===== src/rtl/ascon_permutation_iter.sv =====
// Round-iterative Ascon permutation p^n (n = 1..12) with a start/busy/done handshake.
// UNROLL rounds are evaluated per clock; unused stages of the last cycle are bypassed.
module ascon_permutation_iter #(
   parameter int UNROLL = 1
) (
   input  logic        clk,
   input  logic        rst,
   input  logic        start_i,
   input  logic [3:0]  rounds_i,
   input  logic [63:0] x0_i,
   input  logic [63:0] x1_i,
   input  logic [63:0] x2_i,
   input  logic [63:0] x3_i,
   input  logic [63:0] x4_i,
   output logic        busy_o,
   output logic        done_o,
   output logic [63:0] x0_o,
   output logic [63:0] x1_o,
   output logic [63:0] x2_o,
   output logic [63:0] x3_o,
   output logic [63:0] x4_o
);

   localparam logic [1:0] ST_IDLE  = 2'd0;
   localparam logic [1:0] ST_RUN   = 2'd1;
   localparam logic [1:0] ST_DONE  = 2'd2;
   localparam logic [3:0] UNROLL_W = 4'(UNROLL);

   logic [1:0]   state_r;
   logic [3:0]   rc_r;
   logic [63:0]  x0_r, x1_r, x2_r, x3_r, x4_r;
   logic         busy_r;
   logic         done_r;
   logic [3:0]   n_s;
   logic [3:0]   rc_load_s;
   logic [3:0]   rc_next_s;
   logic [319:0] perm_s;

   function automatic logic [319:0] round_f(input logic [319:0] s, input logic [3:0] r);
      logic [63:0] x0, x1, x2, x3, x4;
      logic [63:0] t0, t1, t2, t3, t4;
      x0 = s[319:256];
      x1 = s[255:192];
      x2 = s[191:128];
      x3 = s[127:64];
      x4 = s[63:0];
      x2 = x2 ^ {56'd0, 4'd15 - r, r};
      x0 = x0 ^ x4;
      x4 = x4 ^ x3;
      x2 = x2 ^ x1;
      t0 = ~x0 & x1;
      t1 = ~x1 & x2;
      t2 = ~x2 & x3;
      t3 = ~x3 & x4;
      t4 = ~x4 & x0;
      x0 = x0 ^ t1;
      x1 = x1 ^ t2;
      x2 = x2 ^ t3;
      x3 = x3 ^ t4;
      x4 = x4 ^ t0;
      x1 = x1 ^ x0;
      x0 = x0 ^ x4;
      x3 = x3 ^ x2;
      x2 = ~x2;
      x0 = x0 ^ {x0[18:0], x0[63:19]} ^ {x0[27:0], x0[63:28]};
      x1 = x1 ^ {x1[60:0], x1[63:61]} ^ {x1[38:0], x1[63:39]};
      x2 = x2 ^ {x2[0],    x2[63:1]}  ^ {x2[5:0],  x2[63:6]};
      x3 = x3 ^ {x3[9:0],  x3[63:10]} ^ {x3[16:0], x3[63:17]};
      x4 = x4 ^ {x4[6:0],  x4[63:7]}  ^ {x4[40:0], x4[63:41]};
      return {x0, x1, x2, x3, x4};
   endfunction

   // Clamp the requested round count and derive the starting round index.
   always_comb begin
      if ((rounds_i == 4'd0) || (rounds_i > 4'd12)) begin
         n_s = 4'd12;
      end else begin
         n_s = rounds_i;
      end
      rc_load_s = 4'd12 - n_s;
   end

   // Round counter advance, saturating at 12 on a partial final cycle.
   always_comb begin
      if ((4'd12 - rc_r) <= UNROLL_W) begin
         rc_next_s = 4'd12;
      end else begin
         rc_next_s = rc_r + UNROLL_W;
      end
   end

   // Unrolled round chain; stages past round 11 pass the state through.
   always_comb begin
      perm_s = {x0_r, x1_r, x2_r, x3_r, x4_r};
      for (int j = 0; j < UNROLL; j++) begin
         if (({1'b0, rc_r} + 5'(j)) < 5'd12) begin
            perm_s = round_f(perm_s, rc_r + 4'(j));
         end else begin
            perm_s = perm_s;
         end
      end
   end

   // Control FSM and working/result state registers.
   always_ff @(posedge clk) begin
      if (rst) begin
         state_r <= ST_IDLE;
         rc_r    <= 4'd0;
         busy_r  <= 1'b0;
         done_r  <= 1'b0;
         x0_r    <= 64'd0;
         x1_r    <= 64'd0;
         x2_r    <= 64'd0;
         x3_r    <= 64'd0;
         x4_r    <= 64'd0;
      end else begin
         case (state_r)
            ST_IDLE: begin
               done_r <= 1'b0;
               if (start_i) begin
                  x0_r    <= x0_i;
                  x1_r    <= x1_i;
                  x2_r    <= x2_i;
                  x3_r    <= x3_i;
                  x4_r    <= x4_i;
                  rc_r    <= rc_load_s;
                  busy_r  <= 1'b1;
                  state_r <= ST_RUN;
               end else begin
                  state_r <= ST_IDLE;
               end
            end
            ST_RUN: begin
               {x0_r, x1_r, x2_r, x3_r, x4_r} <= perm_s;
               rc_r <= rc_next_s;
               if (rc_next_s == 4'd12) begin
                  busy_r  <= 1'b0;
                  done_r  <= 1'b1;
                  state_r <= ST_DONE;
               end else begin
                  state_r <= ST_RUN;
               end
            end
            ST_DONE: begin
               done_r  <= 1'b0;
               busy_r  <= 1'b0;
               state_r <= ST_IDLE;
            end
            default: begin
               done_r  <= 1'b0;
               busy_r  <= 1'b0;
               state_r <= ST_IDLE;
            end
         endcase
      end
   end

   assign busy_o = busy_r;
   assign done_o = done_r;
   assign x0_o   = x0_r;
   assign x1_o   = x1_r;
   assign x2_o   = x2_r;
   assign x3_o   = x3_r;
   assign x4_o   = x4_r;

endmodule


===== config.mk =====
export PLATFORM = sky130hd
export DESIGN_NAME = ascon_permutation_iter
export DESIGN_NICKNAME = d
export VERILOG_FILES = /design/src/rtl/ascon_permutation_iter.sv
export SDC_FILE = /design/constraint.sdc
export NUM_CORES = 2
export LEC_CHECK = 0
export CAP_MARGIN = 0
export CORE_AREA = 2 2 252 254
export DETAILED_ROUTE_END_ITERATION = 6
export DIE_AREA = 0 0 254 256
export HOLD_SLACK_MARGIN = 0.12
export PLACE_DENSITY = 0.74
export SLEW_MARGIN = 20
export SYNTH_ARGS = -nofsm -noshare
export SYNTH_HDL_FRONTEND = slang
export SYNTH_SLANG_ARGS = --single-unit

===== constraint.sdc =====
create_clock -name clk -period 7.35 [get_ports clk]
set_clock_uncertainty 0.2 [all_clocks]
set_input_delay 1.47 -clock clk [delete_from_list [all_inputs] [get_ports clk]]
set_output_delay 1.47 -clock clk [all_outputs]
set_load 0.1 [all_outputs]

==> results.sh <==
export IMPL_path_class="input port to flip-flop"
export IMPL_clock_latency_ns=0.60
export IMPL_synth_top_area_cell="dfxtp_1"
export IMPL_drc=0
export IMPL_layout_nets=4667
export IMPL_setup_viol=0
export IMPL_grt_max_degree=195
export IMPL_grtUsageTotal_pct=44.70
export IMPL_start_util_pct=47.42
export IMPL_max_freq_ghz=0.2346
export IMPL_clock_path_buffers=3
export IMPL_maxSlewHeadroom_pct=10.93
export IMPL_grt_first_pass_wirelength_mm=208.3
export IMPL_postCtsSetupRepairBufs=0
export IMPL_synth_top_cell_area_share_pct=22.19
export IMPL_synth_distinct_cells=43
export IMPL_die_h_um=256
export IMPL_numPortBuffers=648
export IMPL_dp_cells=5010
export IMPL_synth_ff_type="dfxtp_1"
export IMPL_max_cap_violations=0
export IMPL_postSynthAreaPerCell_um2=8.095
export IMPL_grt_pass1_vias=28970
export IMPL_worst_slew_pin_slew_ns=1.327
export IMPL_ys_warnings_count=0
export IMPL_seq_area_frac_synth_pct=22.19
export IMPL_fin_util_pct=61.37
export IMPL_die_area_um2=65020
export IMPL_worstSetupEndpointType="flip-flop"
export IMPL_synth_area_leaders="dfxtp_1 (22%), xnor2_1 (19%), xor2_1 (7.9%)"
export IMPL_antenna_found_initial=9
export IMPL_period_minus_slack_ns=4.262
export IMPL_min_path_type="flip-flop to flip-flop"
export IMPL_hold_ws_ns=0.2771
export IMPL_syn_inst=3655
export IMPL_synth_edf_count=0
export IMPL_avgRoutedWirePerCell_um=29.52
export IMPL_drtIter0Drc=3981
export IMPL_fin_cells=5091
export IMPL_crit_fanout=62
export IMPL_wl_mm=150.3
export IMPL_hpwl_mm=120.8
export IMPL_clock_sinks=328
export IMPL_drt_pass1_iterations=5
export IMPL_numCtsBuffers=42
export IMPL_detail_route_antenna_nets=0
export IMPL_synth_nets=4113
export IMPL_cts_resized=0
export IMPL_crit_arrival_ns=4.53
export IMPL_cp_data_required_time_ns=7.61
export IMPL_path_clk_slew_ns=0.06
export IMPL_h_tree_depth=2
export IMPL_gp_congestion=1.061
export IMPL_hold_viol_final=0
export IMPL_synth_ff_latch_count=328
export IMPL_layout_drive_gt1_share_pct=4.530
export IMPL_rows=92
export IMPL_synth_commonest_cells="xnor2_1 (634), nand2_1 (356), dfxtp_1 (328), nor2_1 (317), xor2_1 (268)"
export IMPL_overflow=0
export IMPL_timing_final_crit_share_pct=57.99
export IMPL_async_flop_share_pct=0
export IMPL_startpoint_type="input port"
export IMPL_tritoncts="yes"
export IMPL_clockRootBuffer="clkbuf_16"
export IMPL_coreArea_um2=62390
export IMPL_route_vias_total=31190
export IMPL_fp_dieW_um=254
export IMPL_synth_area_um2=29590
export IMPL_finalMaxSlewViolations=0
export IMPL_yosys_cell_count_top_type="xnor2_1"
export IMPL_rsz0062_at_grt="false"
export IMPL_viasPerCell=6.126
export IMPL_outcome="completed"
export IMPL_tns_ns=0
export IMPL_ios=649
export IMPL_area_growth_pct=29.43
export IMPL_cts_hold_buf=0
-- per-stage QoR --
stage	setup slack [ns]	area [um2]
after floorplan	4.339	29590
after global routing	2.997	38270
after detailed placement	2.322	36890
after global placement	2.363	36870
final	3.088	38290
after CTS	2.876	38240
-- routing by layer --
metal	GRT usage, %	part of all wire [%]
met3	9.275	12
met2	67.52	43
met4	31.85	8.6
met5	0	0.011
met1	56.51	37
-- flip-flops by register name, indices dropped and copies added, names as in the netlist --
register,cells
x0_o,64
x1_o,64
x2_o,64
x3_o,64
x4_o,64
rc_r,4
state_r,2
busy_o,1
done_o,1
-- critical path, cell delays in order --
cell,delay [ns]
clkdlybuf4s50_1,0.55
nor2_1,0.10
nor2_4,0.21
and2_4,0.54
buf_12,0.32
nand3_4,0.74
o22ai_1,0.48
-- worst paths after layout --
path,startpoint,cells past startpoint,slack [ns],endpoint
worst max register to register,rc_r[3],7,3.87,x3_o[54]
worst min-delay path,busy_o,2,0.28,busy_o
worst min register to register,busy_o,2,0.28,busy_o
worst max-delay path,start_i,7,3.09,x1_o[28]
-- cell type report --
| type | instances | area (um2) |
|---|---|---|
| Antenna cell | 7 | 17.52 |
| Clock buffer | 58 | 1192 |
| Clock inverter | 15 | 158.9 |
| Fill cell | 5639 | 24100 |
| Inverter | 194 | 733.2 |
| Multi-Input combinational cell | 2933 | 21530 |
| Sequential cell | 328 | 6566 |
| Tap cell | 846 | 1059 |
| Timing Repair Buffer | 710 | 7037 |
-- cell usage in the layout, fill, tap and decap left out, drive strengths merged, types with 2 or more instances in the layout --
| master | Yosys | layout |
|---|---|---|
| xnor2 | 672 | 672 |
| clkdlybuf4s50 | 0 | 647 |
| nand2 | 356 | 356 |
| dfxtp | 328 | 328 |
| nor2 | 319 | 319 |
| xor2 | 277 | 277 |
| o21ai | 273 | 273 |
| inv | 194 | 195 |
| a21oi | 179 | 179 |
| ha | 131 | 131 |
| nand3 | 121 | 121 |
| or3 | 119 | 119 |
| a41oi | 118 | 118 |
| xnor3 | 74 | 74 |
| a211oi | 67 | 67 |
| buf | 60 | 63 |
| maj3 | 62 | 62 |
| a31oi | 58 | 58 |
| clkbuf | 140 | 58 |
| and4 | 45 | 45 |
| and3 | 18 | 18 |
| o22ai | 18 | 18 |
| nor3 | 9 | 9 |
| clkinv | 0 | 9 |
| diode | 0 | 7 |
| mux2i | 5 | 5 |
| bufinv | 0 | 3 |
| a311oi | 2 | 2 |
| clkinvlp | 0 | 2 |
-- logic make-up (layout without fill, tap and decap cells) --
group           count (synthesis)  count (layout)  synth area share [%]
flops                         328             328                 22.19
buf+inv                       394             977                 5.261
xor+xnor                     1023            1023                 34.92
mux                             5               5                0.1692
other cells                     0               7                     0
fa+ha+maj                     193             193                 7.659
compound gates                721             721                 14.69
simple gates                  991             991                 15.11
Power is left out: the tool's default activity adds up to more than one toggle a clock period on the data nets, which glitch-free logic cannot reach.
